`src/rtl/cargo_stop_queue_if.sv`:
```
// Request, head-stop and status signals exchanged between the cargo stop queue
// and the elevator control unit.
interface cargo_stop_queue_if #(
   parameter int FLOORS = 4,
   parameter int DEPTH  = 16,
   parameter int TYPE_W = 2
);
   localparam int FW = (FLOORS > 2) ? $clog2(FLOORS) : 1;
   localparam int AW = $clog2(DEPTH + 1);

   logic [FW-1:0]     current_floor;
   logic              req_valid;
   logic              req_ready;
   logic [TYPE_W-1:0] req_type;
   logic [FW-1:0]     req_origin;
   logic [FW-1:0]     req_dest;
   logic              pop;
   logic              head_valid;
   logic [FW-1:0]     head_floor;
   logic              head_is_origin;
   logic [TYPE_W-1:0] head_type;
   logic              sobe;
   logic              chegou;
   logic [AW-1:0]     count;
   logic              busy;
   logic              req_done;
   logic              req_error;

   modport slave (
      input  current_floor, req_valid, req_type, req_origin, req_dest, pop,
      output req_ready, head_valid, head_floor, head_is_origin, head_type,
             sobe, chegou, count, busy, req_done, req_error
   );

   modport master (
      output current_floor, req_valid, req_type, req_origin, req_dest, pop,
      input  req_ready, head_valid, head_floor, head_is_origin, head_type,
             sobe, chegou, count, busy, req_done, req_error
   );
endinterface

```
`src/rtl/cargo_stop_queue.sv`:
```
// Ordered stop list for the cargo elevator: pickups and deliveries ride along
// existing route segments when they lie on the way, otherwise they are appended.
module cargo_stop_queue #(
   parameter int FLOORS = 4,
   parameter int DEPTH  = 16,
   parameter int TYPE_W = 2
) (
   input logic               clock,
   input logic               reset,
   cargo_stop_queue_if.slave bus
);
   localparam int FW = (FLOORS > 2) ? $clog2(FLOORS) : 1;
   localparam int AW = $clog2(DEPTH + 1);

   typedef enum logic [2:0] {IDLE, SCAN_O, INS_O, SCAN_D, INS_D, ERR} state_t;

   typedef struct packed {
      logic              isOrigin;
      logic [TYPE_W-1:0] objType;
      logic [FW-1:0]     origin;
      logic [FW-1:0]     dest;
   } entry_t;

   state_t            state;
   entry_t            entries [DEPTH];
   logic [AW-1:0]     count;
   logic [AW-1:0]     idx;
   logic [AW-1:0]     pos;
   logic [TYPE_W-1:0] latType;
   logic [FW-1:0]     latOrigin;
   logic [FW-1:0]     latDest;
   logic              dirUp;
   logic              reqDone;
   logic              reqError;

   logic [FW-1:0]     scanX;
   logic [FW-1:0]     prevStop;
   logic [FW-1:0]     curStop;
   logic [FW-1:0]     headFloor;
   logic [AW-1:0]     hitPos;
   logic              atEnd;
   logic              between;
   logic              onStop;
   logic              scanHit;
   logic              readyInt;
   logic              reqFire;
   logic              badReq;
   entry_t            newEntry;

   function automatic logic [FW-1:0] stopOf(input entry_t e);
      return e.isOrigin ? e.origin : e.dest;
   endfunction

   // Evaluate the segment ending at entry idx; the tail position always hits so
   // insertion never lands beyond the occupied entries.
   always_comb begin
      scanX    = (state == SCAN_O) ? latOrigin : latDest;
      prevStop = bus.current_floor;
      curStop  = '0;
      for (int i = 0; i < DEPTH; i++) begin
         if (i == int'(idx)) curStop = stopOf(entries[i]);
         if (i + 1 == int'(idx)) prevStop = stopOf(entries[i]);
      end
      atEnd   = (idx == count);
      between = dirUp ? ((prevStop < scanX) && (scanX < curStop))
                      : ((prevStop > scanX) && (scanX > curStop));
      onStop  = (scanX == curStop) &&
                (dirUp ? (prevStop < curStop) : (prevStop > curStop));
      scanHit = atEnd | between | onStop;
      if (atEnd)        hitPos = count;
      else if (between) hitPos = idx;
      else              hitPos = idx + 1'b1;
   end

   assign readyInt = (state == IDLE) && (int'(count) <= DEPTH - 2) && !bus.pop;
   assign reqFire  = bus.req_valid && readyInt;
   assign badReq   = (bus.req_origin == bus.req_dest) ||
                     (int'(bus.req_origin) >= FLOORS) ||
                     (int'(bus.req_dest) >= FLOORS);
   assign newEntry = '{isOrigin: (state == INS_O), objType: latType,
                       origin: latOrigin, dest: latDest};

   always_ff @(posedge clock or negedge reset) begin
      if (!reset) begin
         state     <= IDLE;
         count     <= '0;
         idx       <= '0;
         pos       <= '0;
         latType   <= '0;
         latOrigin <= '0;
         latDest   <= '0;
         dirUp     <= 1'b0;
         reqDone   <= 1'b0;
         reqError  <= 1'b0;
         for (int i = 0; i < DEPTH; i++) entries[i] <= '0;
      end else begin
         reqDone  <= 1'b0;
         reqError <= 1'b0;
         case (state)
            IDLE: begin
               if (bus.pop && (count != '0)) begin
                  for (int i = 0; i < DEPTH - 1; i++) entries[i] <= entries[i + 1];
                  entries[DEPTH-1] <= '0;
                  count <= count - 1'b1;
               end else if (reqFire) begin
                  latType   <= bus.req_type;
                  latOrigin <= bus.req_origin;
                  latDest   <= bus.req_dest;
                  dirUp     <= bus.req_dest > bus.req_origin;
                  idx       <= '0;
                  state     <= badReq ? ERR : SCAN_O;
               end
            end
            SCAN_O, SCAN_D: begin
               if (scanHit) begin
                  pos   <= hitPos;
                  state <= (state == SCAN_O) ? INS_O : INS_D;
               end else begin
                  idx <= idx + 1'b1;
               end
            end
            INS_O, INS_D: begin
               // Open a slot at pos by moving the tail up one place.
               for (int i = 1; i < DEPTH; i++)
                  if ((i > int'(pos)) && (i <= int'(count))) entries[i] <= entries[i - 1];
               for (int i = 0; i < DEPTH; i++)
                  if (i == int'(pos)) entries[i] <= newEntry;
               count <= count + 1'b1;
               if (state == INS_O) begin
                  idx   <= pos + 1'b1;
                  state <= SCAN_D;
               end else begin
                  reqDone <= 1'b1;
                  state   <= IDLE;
               end
            end
            ERR: begin
               reqError <= 1'b1;
               state    <= IDLE;
            end
            default: state <= IDLE;
         endcase
      end
   end

   assign headFloor          = (count != '0) ? stopOf(entries[0]) : '0;
   assign bus.req_ready      = readyInt;
   assign bus.head_valid     = (count != '0);
   assign bus.head_floor     = headFloor;
   assign bus.head_is_origin = (count != '0) && entries[0].isOrigin;
   assign bus.head_type      = (count != '0) ? entries[0].objType : '0;
   assign bus.sobe           = (count != '0) && (headFloor > bus.current_floor);
   assign bus.chegou         = (count != '0) && (headFloor == bus.current_floor);
   assign bus.count          = count;
   assign bus.busy           = (state != IDLE);
   assign bus.req_done       = reqDone;
   assign bus.req_error      = reqError;
endmodule

```
`src/flat_wrapper.sv`:
```
// flat-port wrapper written by rule: the top's interface ports become plain ports
module cargo_stop_queue_flat 
#(
   parameter int FLOORS = 4,
   parameter int DEPTH  = 16,
   parameter int TYPE_W = 2
)
  (clock, reset, bus_current_floor, bus_req_valid, bus_req_type, bus_req_origin, bus_req_dest, bus_pop, bus_req_ready, bus_head_valid, bus_head_floor, bus_head_is_origin, bus_head_type, bus_sobe, bus_chegou, bus_count, bus_busy, bus_req_done, bus_req_error);
  cargo_stop_queue_if #(.FLOORS(FLOORS), .DEPTH(DEPTH), .TYPE_W(TYPE_W)) bus_i ();
  input logic clock;
  input logic reset;
  input wire logic [$bits(bus_i.current_floor)-1:0] bus_current_floor;
  input wire logic [$bits(bus_i.req_valid)-1:0] bus_req_valid;
  input wire logic [$bits(bus_i.req_type)-1:0] bus_req_type;
  input wire logic [$bits(bus_i.req_origin)-1:0] bus_req_origin;
  input wire logic [$bits(bus_i.req_dest)-1:0] bus_req_dest;
  input wire logic [$bits(bus_i.pop)-1:0] bus_pop;
  output wire logic [$bits(bus_i.req_ready)-1:0] bus_req_ready;
  output wire logic [$bits(bus_i.head_valid)-1:0] bus_head_valid;
  output wire logic [$bits(bus_i.head_floor)-1:0] bus_head_floor;
  output wire logic [$bits(bus_i.head_is_origin)-1:0] bus_head_is_origin;
  output wire logic [$bits(bus_i.head_type)-1:0] bus_head_type;
  output wire logic [$bits(bus_i.sobe)-1:0] bus_sobe;
  output wire logic [$bits(bus_i.chegou)-1:0] bus_chegou;
  output wire logic [$bits(bus_i.count)-1:0] bus_count;
  output wire logic [$bits(bus_i.busy)-1:0] bus_busy;
  output wire logic [$bits(bus_i.req_done)-1:0] bus_req_done;
  output wire logic [$bits(bus_i.req_error)-1:0] bus_req_error;
  assign bus_i.current_floor = bus_current_floor;
  assign bus_i.req_valid = bus_req_valid;
  assign bus_i.req_type = bus_req_type;
  assign bus_i.req_origin = bus_req_origin;
  assign bus_i.req_dest = bus_req_dest;
  assign bus_i.pop = bus_pop;
  assign bus_req_ready = bus_i.req_ready;
  assign bus_head_valid = bus_i.head_valid;
  assign bus_head_floor = bus_i.head_floor;
  assign bus_head_is_origin = bus_i.head_is_origin;
  assign bus_head_type = bus_i.head_type;
  assign bus_sobe = bus_i.sobe;
  assign bus_chegou = bus_i.chegou;
  assign bus_count = bus_i.count;
  assign bus_busy = bus_i.busy;
  assign bus_req_done = bus_i.req_done;
  assign bus_req_error = bus_i.req_error;
  cargo_stop_queue #(.FLOORS(FLOORS), .DEPTH(DEPTH), .TYPE_W(TYPE_W)) u_core (.clock(clock), .reset(reset), .bus(bus_i));
endmodule
```
`config.mk`:
```
export PLATFORM = sky130hd
export DESIGN_NAME = cargo_stop_queue_flat
export DESIGN_NICKNAME = d
export VERILOG_FILES = /design/src/rtl/cargo_stop_queue_if.sv /design/src/rtl/cargo_stop_queue.sv /design/src/flat_wrapper.sv
export SDC_FILE = /design/constraint.sdc
export NUM_CORES = 1
export LEC_CHECK = 0
export ABC_AREA = 1
export ABC_CLOCK_PERIOD_IN_PS = 4700
export BUFFER_PORTS_ARGS = -buffer_cell sky130_fd_sc_hd__buf_2
export CAP_MARGIN = 20
export CORE_MARGIN = 2
export CORE_UTILIZATION = 31
export CTS_BUF_LIST = sky130_fd_sc_hd__clkbuf_2 sky130_fd_sc_hd__clkbuf_4 sky130_fd_sc_hd__clkbuf_8
export CTS_CLUSTER_SIZE = 28
export DETAILED_ROUTE_END_ITERATION = 16
export GPL_ROUTABILITY_DRIVEN = 0
export GPL_TIMING_DRIVEN = 0
export PLACE_DENSITY = 0.48
export SYNTH_ARGS = -nofsm -noshare
export SYNTH_HDL_FRONTEND = slang
export SYNTH_SLANG_ARGS = --single-unit
```
`constraint.sdc`:
```
create_clock -name clock -period 4.7 [get_ports clock]
set_clock_uncertainty 0.15 [all_clocks]
set_input_delay 0.235 -clock clock [delete_from_list [all_inputs] [get_ports clock]]
set_output_delay 0.235 -clock clock [all_outputs]
set_load 0.005 [all_outputs]
```
# Word-level counts from Yosys, hierarchy flattened
# Index checks and enable logic that the tools add are counted.
# word_totals
out_inout_bits	17
register_bits	139
word_cells	343
# op_classes
magnitude_cmp	39
bitwise_logic	3
n_addsub	4
muxes	105
n_reduce_logical	56
eq_ne	62
# op_table
op	count
$pmux 112 s2	1
$mux 7	31
$mux 112	1
$mux 2	52
$eq 5x5->1 const A	17
$reduce_and 3->1	18
$ne 3x1->1 const B	15
$eq 4x5->1 const A	8
$gt 4x5->1 const A	8
$le 4x5->1 const A	8
$mux 5	7
$logic_and 1x1->1	25
$eq 3x5->1 const A	4
$gt 3x5->1 const A	4
$le 3x5->1 const A	4
$add 5x1->5 const B	3
$mux 3	5
$pmux 5 s3	1
$eq 2x5->1 const A	2
$gt 2x2->1	5
$gt 2x5->1 const A	2
$le 2x5->1 const A	2
$logic_not 5->1	2
$pmux 5 s2	1
24 further kinds	43

# Longest topological paths before layout
# logic_depth
ltp_word	24
mapped_depth	37

# Least setup slack after synthesis
# No wires, ideal clock.
# synth_timing
path_type	register to register
start	reg u_core.idx[0]
end	reg u_core.state[1]
n_path_buf	0
setup_ns	0.129
t_arrival_ns	3.344
required_ns	4.421
path_slack_ns	1.077
path_stages_with_launch	30
cell_sequence	dfrtp_1 > inv_1 > ha_1 > inv_1 > nor2_1 > inv_1 > nor2_1 > inv_1 > or2_2 > nand3_1 > nand2_1 > nand3_1 > nand2_1 > nand2_1 > nand3_1 > nand2_1 > nand2_1 > nand2_1 > a21oi_1 > ha_1 > a21oi_1 > a21oi_1 > nand3_1 > nand2_1 > nor3_1 > inv_1 > o21ai_0 > inv_1 > o21ai_0 > o21ai_0
# synth_between
elab_chain_cells	24
elab_cells_between_ends	66
cone_classes	6 x order compare; 19 x eq/ne; 34 x mux; 2 x bitwise; 5 x reduce/logical
# synth_lines
element	line	rtl
from (decl)	cargo_stop_queue.sv:27	logic [AW-1:0] idx;
from (signal assigned)	cargo_stop_queue.sv:119	idx <= idx + 1'b1;
from (signal assigned)	cargo_stop_queue.sv:130	idx <= pos + 1'b1;
$eq 2x5->1 or $logic_not 5->1 (tied branches)	cargo_stop_queue.sv:61, cargo_stop_queue.sv:62	
$mux 2, on equally long branches (16 in a row)	cargo_stop_queue.sv:62, cargo_stop_queue.sv:61	
$gt 2x2->1 or $lt 2x2->1 (tied branches)	cargo_stop_queue.sv:66, cargo_stop_queue.sv:65	
$logic_and 1x1->1, on equally long branches	cargo_stop_queue.sv:66, cargo_stop_queue.sv:65	
$mux 1	cargo_stop_queue.sv:65	between = dirUp ? ((prevStop < scanX) && (scanX < curStop))
$or 1x1->1	cargo_stop_queue.sv:69	scanHit = atEnd | between | onStop;
$or 1x1->1 *	cargo_stop_queue.sv:69	
$ne 2x1->1 (no line) *	--	
$reduce_and 3->1 (no line) *	--	
to (signal assigned)	cargo_stop_queue.sv:111	state <= badReq ? ERR : SCAN_O;
to (signal assigned)	cargo_stop_queue.sv:117	state <= (state == SCAN_O) ? INS_O : INS_D;
to (decl)	cargo_stop_queue.sv:24	state_t state;
# Every way passes the cells marked *; elsewhere a longest branch is shown, timed or not.
# A chain may end at the register's enable or synchronous reset.

# Worst setup path in the final report
# layout_timing
start	reg u_core.idx[1]
end	reg u_core.state[1]
# The elaborated chain is that of the path after synthesis.

==> flow_summary_export.csv <==
group,metric,value,unit
die,coreArea,29800,um2
global_route,grt.overflow.total,0,
detailed_routing,finalWirelength,36.3,mm
critical_path,setup.worst_path.start_class,"register",
cells_and_area,num-nets-final,1426,
synthesis,synth_area_leaders,"sky130_fd_sc_hd__dfrtp_1, sky130_fd_sc_hd__nand2_1, sky130_fd_sc_hd__o21ai_0, sky130_fd_sc_hd__inv_1, sky130_fd_sc_hd__o211ai_1",
global_route,grt_max_degree,84,
critical_path,timing.reg2reg.worst_path_depth,30,
synthesis,synth-edff-count,0,
min_path,hold_depth,4,
detailed_routing,vias_per_cell,5.33,
cells_and_area,antenna_cells,0,
sta,fin_crit_sh,90.8,%
synthesis,synth.area.mux_share,0,%
pwr,power.leakage,4.69,nW
critical_path,worst-path-max-fanout,7,
synthesis,synth_ff_type,"sky130_fd_sc_hd__dfrtp_1",
pwr,power_density,867,nW/um2
cts,clockBufferDepth,2,
sta,finalWorstPathRequiredPeriod,4270,ps
critical_path,critical-path-top-cell-by-count,"sky130_fd_sc_hd__nand2_1",
cts,postCtsSetupRepairBufs,0,
cts,root_buffer_selected_by_cts,"sky130_fd_sc_hd__clkbuf_8",
cells_and_area,drive_above_1_share,11.3,%
detailed_routing,drt-pass1-iter-count,6,
global_route,first_global_vias,9203,
critical_path,critPathArrivalTime,4480,ps
critical_path,crit_required,4910,ps
critical_path,reg2reg_setup_slack,430,ps
synthesis,ys_warn_count,0,
pwr,vdd.ir_drop.worst,0.456,mV
cells_and_area,flow.area_growth_from_synthesis,12.5,%
cts,insertion_delay,490,ps
placed_design,hpwl,27.3,mm
synthesis,seq_area_frac_synth,36.8,%
sta,max_clock_freq,234,MHz
die,io_pins,29,
synthesis,ys_async_sr_fraction,100,%
synthesis,yosys.area_share.xor_xnor,0.926,%
run,cap_viol_max_count,0,
detailed_routing,first_iter_violations,816,
synthesis,synth_top_area_share,36.8,%
die,initial_core_util,31.7,%
detailed_routing,wire_per_inst,20.3,um
synthesis,combinational_family_with_the_most_area_after_synthesis,"compound AO/OA/AOI/OAI gates",
synthesis,ys_seq_elements,139,
sta,finalHoldViolations,0,
synthesis,synth_cells,1334,
global_route,number_of_antenna_violations_at_the_first_check_in_global_routing,0,
min_path,min-delay-start,"bus_req_valid",
critical_path,reg2reg_from,"u_core.idx[1]$_DFFE_PN0P_",
detailed_routing,drc,0,
cells_and_area,utilization,35.7,%
sta,grt_setup_unrepaired,"false",
synthesis,leading_area_contributor_after_synthesis,"sky130_fd_sc_hd__dfrtp_1",
sta,relSlewSlack,31.8,%
synthesis,synth_cell_type_count,37,
detailed_routing,routed-via-count,9540,
cts,tritoncts,"done",
die,die-height,179,um
global_route,grt.total_usage,23.6,%
sta,final.setup.tns,0,ps
die,chipWidth,179,um
critical_path,timing.setup.critical_path_class,"reg -> reg",
cts,htree_num_levels,4,
global_route,grt_first_pass_wirelength,55.8,mm
synthesis,synth_compound_gate_area_share,27.6,%
cts,clock_sinks,139,
critical_path,worstReg2RegEnd,"u_core.state[1]$_DFFE_PN0P_",
synthesis,synthSimpleGateAreaFrac,20.7,%
min_path,whs_endpoint,"u_core.latType[0]$_DFFE_PN0P_",
placed_design,port_buffers,28,
critical_path,max_stage_delay,470,ps
synthesis,avgSynthCellArea,7.09,um2
sta,slew_violations,0,
cts,cts_bufs_inserted,17,
cts,cts.reportedPaths.clkPinSlew,80,ps
sta,worst_slew_pin_slew,1020,ps
min_path,hold_class,"in -> reg",
critical_path,critPathSlowestCell,"sky130_fd_sc_hd__dfrtp_1",
die,placement_rows,63,
synthesis,synthesized_net_count,1371,
sta,setup_failing_eps_final,0,
cells_and_area,final.fill_count,3266,
critical_path,end_kind,"register",
synthesis,post_synth_fa_ha_maj_area_fraction,3.31,%
die,fp.dieArea,31900,um2
detailed_routing,antenna_left,0,
synthesis,synth_area,9450,um2
status,run_status,"complete, no violations",
==> layer usage <==
layer  part of all wire, %  routed length (um)  vias to the layer above  GRT usage (%)
met5                     0                   0                        -              0
met4                   1.8                 668                        0           5.83
li1                      -                   -                     4607              -
met1                    48               17300                     4608           33.7
met3                   4.8                1740                       43           3.09
met2                    46               16600                      282           37.5
==> what timing repair did <==
action	4_1_cts	5_1_grt
hold buffers	7	0
gates resized for setup	0	14
endpoints found under the hold margin	62	0
setup endpoints to repair	0	13
==> synth_stat cells (all sizes together) (2+ instances only) <==
library cell,n
nand2,277
o21ai,222
inv,189
dfrtp,139
nor2,137
o22ai,74
o211ai,69
a21oi,56
buf,35
nand3,30
ha,25
clkbuf,21
a31oi,20
nor3,10
or2,8
xor2,8
o221ai,3
a211oi,2
o21a,2
o31ai,2
xnor2,2
==> layout by cell type (no fill, tap or decap), types with 3 or more instances in the layout <==
cell type | netlist | routed
sky130_fd_sc_hd__a21oi_1 | 52 | 50
sky130_fd_sc_hd__nor2_4 | 10 | 10
sky130_fd_sc_hd__o211ai_1 | 69 | 69
sky130_fd_sc_hd__inv_2 | 8 | 8
sky130_fd_sc_hd__inv_1 | 181 | 181
sky130_fd_sc_hd__clkbuf_1 | 21 | 20
sky130_fd_sc_hd__nand3_1 | 30 | 30
sky130_fd_sc_hd__clkbuf_8 | 0 | 19
sky130_fd_sc_hd__bufinv_16 | 0 | 3
sky130_fd_sc_hd__dfrtp_1 | 139 | 138
sky130_fd_sc_hd__buf_2 | 23 | 50
sky130_fd_sc_hd__nor2_2 | 16 | 20
sky130_fd_sc_hd__buf_4 | 8 | 8
sky130_fd_sc_hd__or2_2 | 7 | 7
sky130_fd_sc_hd__nand2_2 | 1 | 5
sky130_fd_sc_hd__clkinv_2 | 0 | 4
sky130_fd_sc_hd__nor2_1 | 111 | 107
sky130_fd_sc_hd__nand2_1 | 275 | 271
sky130_fd_sc_hd__xor2_1 | 8 | 8
sky130_fd_sc_hd__o22ai_1 | 74 | 74
sky130_fd_sc_hd__o21ai_1 | 33 | 33
sky130_fd_sc_hd__dlygate4sd3_1 | 0 | 7
sky130_fd_sc_hd__o21ai_0 | 189 | 189
sky130_fd_sc_hd__ha_1 | 25 | 25
sky130_fd_sc_hd__o221ai_1 | 3 | 3
sky130_fd_sc_hd__nor3_1 | 8 | 7
sky130_fd_sc_hd__buf_6 | 4 | 5
sky130_fd_sc_hd__a21oi_2 | 4 | 6
sky130_fd_sc_hd__a31oi_1 | 19 | 19
==> metrics by stage <==
stage | hold slack [ps] | worst slack, ps | instances | instance area [um2] | total power, mW
floorplan | -211 | 1080 | 1334 | 9450 | 6.10
global placement | 280 | 185 | 1752 | 10100 | 7.98
detailed placement | 102 | 131 | 1753 | 10100 | 8.02
CTS | 12.8 | 82.0 | 1791 | 10600 | 9.13
global route | 89.9 | 28.6 | 1791 | 10600 | 10.1
finish | 44.3 | 433 | 1791 | 10600 | 9.22
==> final cells by class <==
class                           instances  area [um2]  area share [%]
Timing Repair Buffer                   36         244            2.29
Tap cell                              390         488            4.59
Clock buffer                           20         269            2.53
Sequential cell                       139        3480            32.7
Multi-Input combinational cell        950        5000            47.0
Inverter                              189         709            6.67
Clock inverter                         11         144            1.35
Buffer                                 56         300            2.82
==> cell families after synthesis <==
kind of cell             Yosys count
AO/OA/AOI/OAI                    452
XOR/XNOR                          10
adder cells (fa/ha/maj)           25
buffers and inverters            245
flip-flops                       139
AND/OR/NAND/NOR                  463
==> worst max path at each step <==
stage | from | to | cells after the start
3_5_place_dp | u_core.idx[0]$_DFFE_PN0P_ | u_core.pos[0]$_DFFE_PN0P_ | 28
4_1_cts | u_core.idx[0]$_DFFE_PN0P_ | u_core.pos[1]$_DFFE_PN0P_ | 29
6_report | u_core.idx[1]$_DFFE_PN0P_ | u_core.state[1]$_DFFE_PN0P_ | 30
2_1_floorplan | u_core.idx[0]$_DFFE_PN0P_ | u_core.state[1]$_DFFE_PN0P_ | 29
3_3_place_gp | u_core.idx[0]$_DFFE_PN0P_ | u_core.pos[1]$_DFFE_PN0P_ | 29
5_1_grt | u_core.idx[1]$_DFFE_PN0P_ | u_core.pos[1]$_DFFE_PN0P_ | 32
==> registers in the layout (all words and copies together) (netlist names) <==
| name | count |
|---|---|
| u_core.state | 3 |
| u_core.latOrigin | 2 |
| u_core.dirUp | 1 |
| u_core.bus.req_done | 1 |
| u_core.latDest | 2 |
| u_core.pos | 5 |
| u_core.bus.count | 5 |
| u_core.bus.req_error | 1 |
| u_core.idx | 5 |
| u_core.latType | 2 |
| u_core.entries | 112 |
==> report_power, final <==
group,leakage (nW),switching (mW),internal [mW]
Clock,0.212,0.515,0.555
Sequential,1.74,0.538,1.75
Combinational,2.74,4.01,1.85
Total,4.69,5.07,4.15
==> worst max-delay path: cells and delay by family (launching register included) <==
kind	cells	cell delay, ps
AND/OR/NAND/NOR	20	2040
AO/OA/AOI/OAI	5	710
adder cells (fa/ha/maj)	2	570
flip-flops	1	470
buffers and inverters	3	200
No activity file was read; power rests on OpenSTA's default activity.
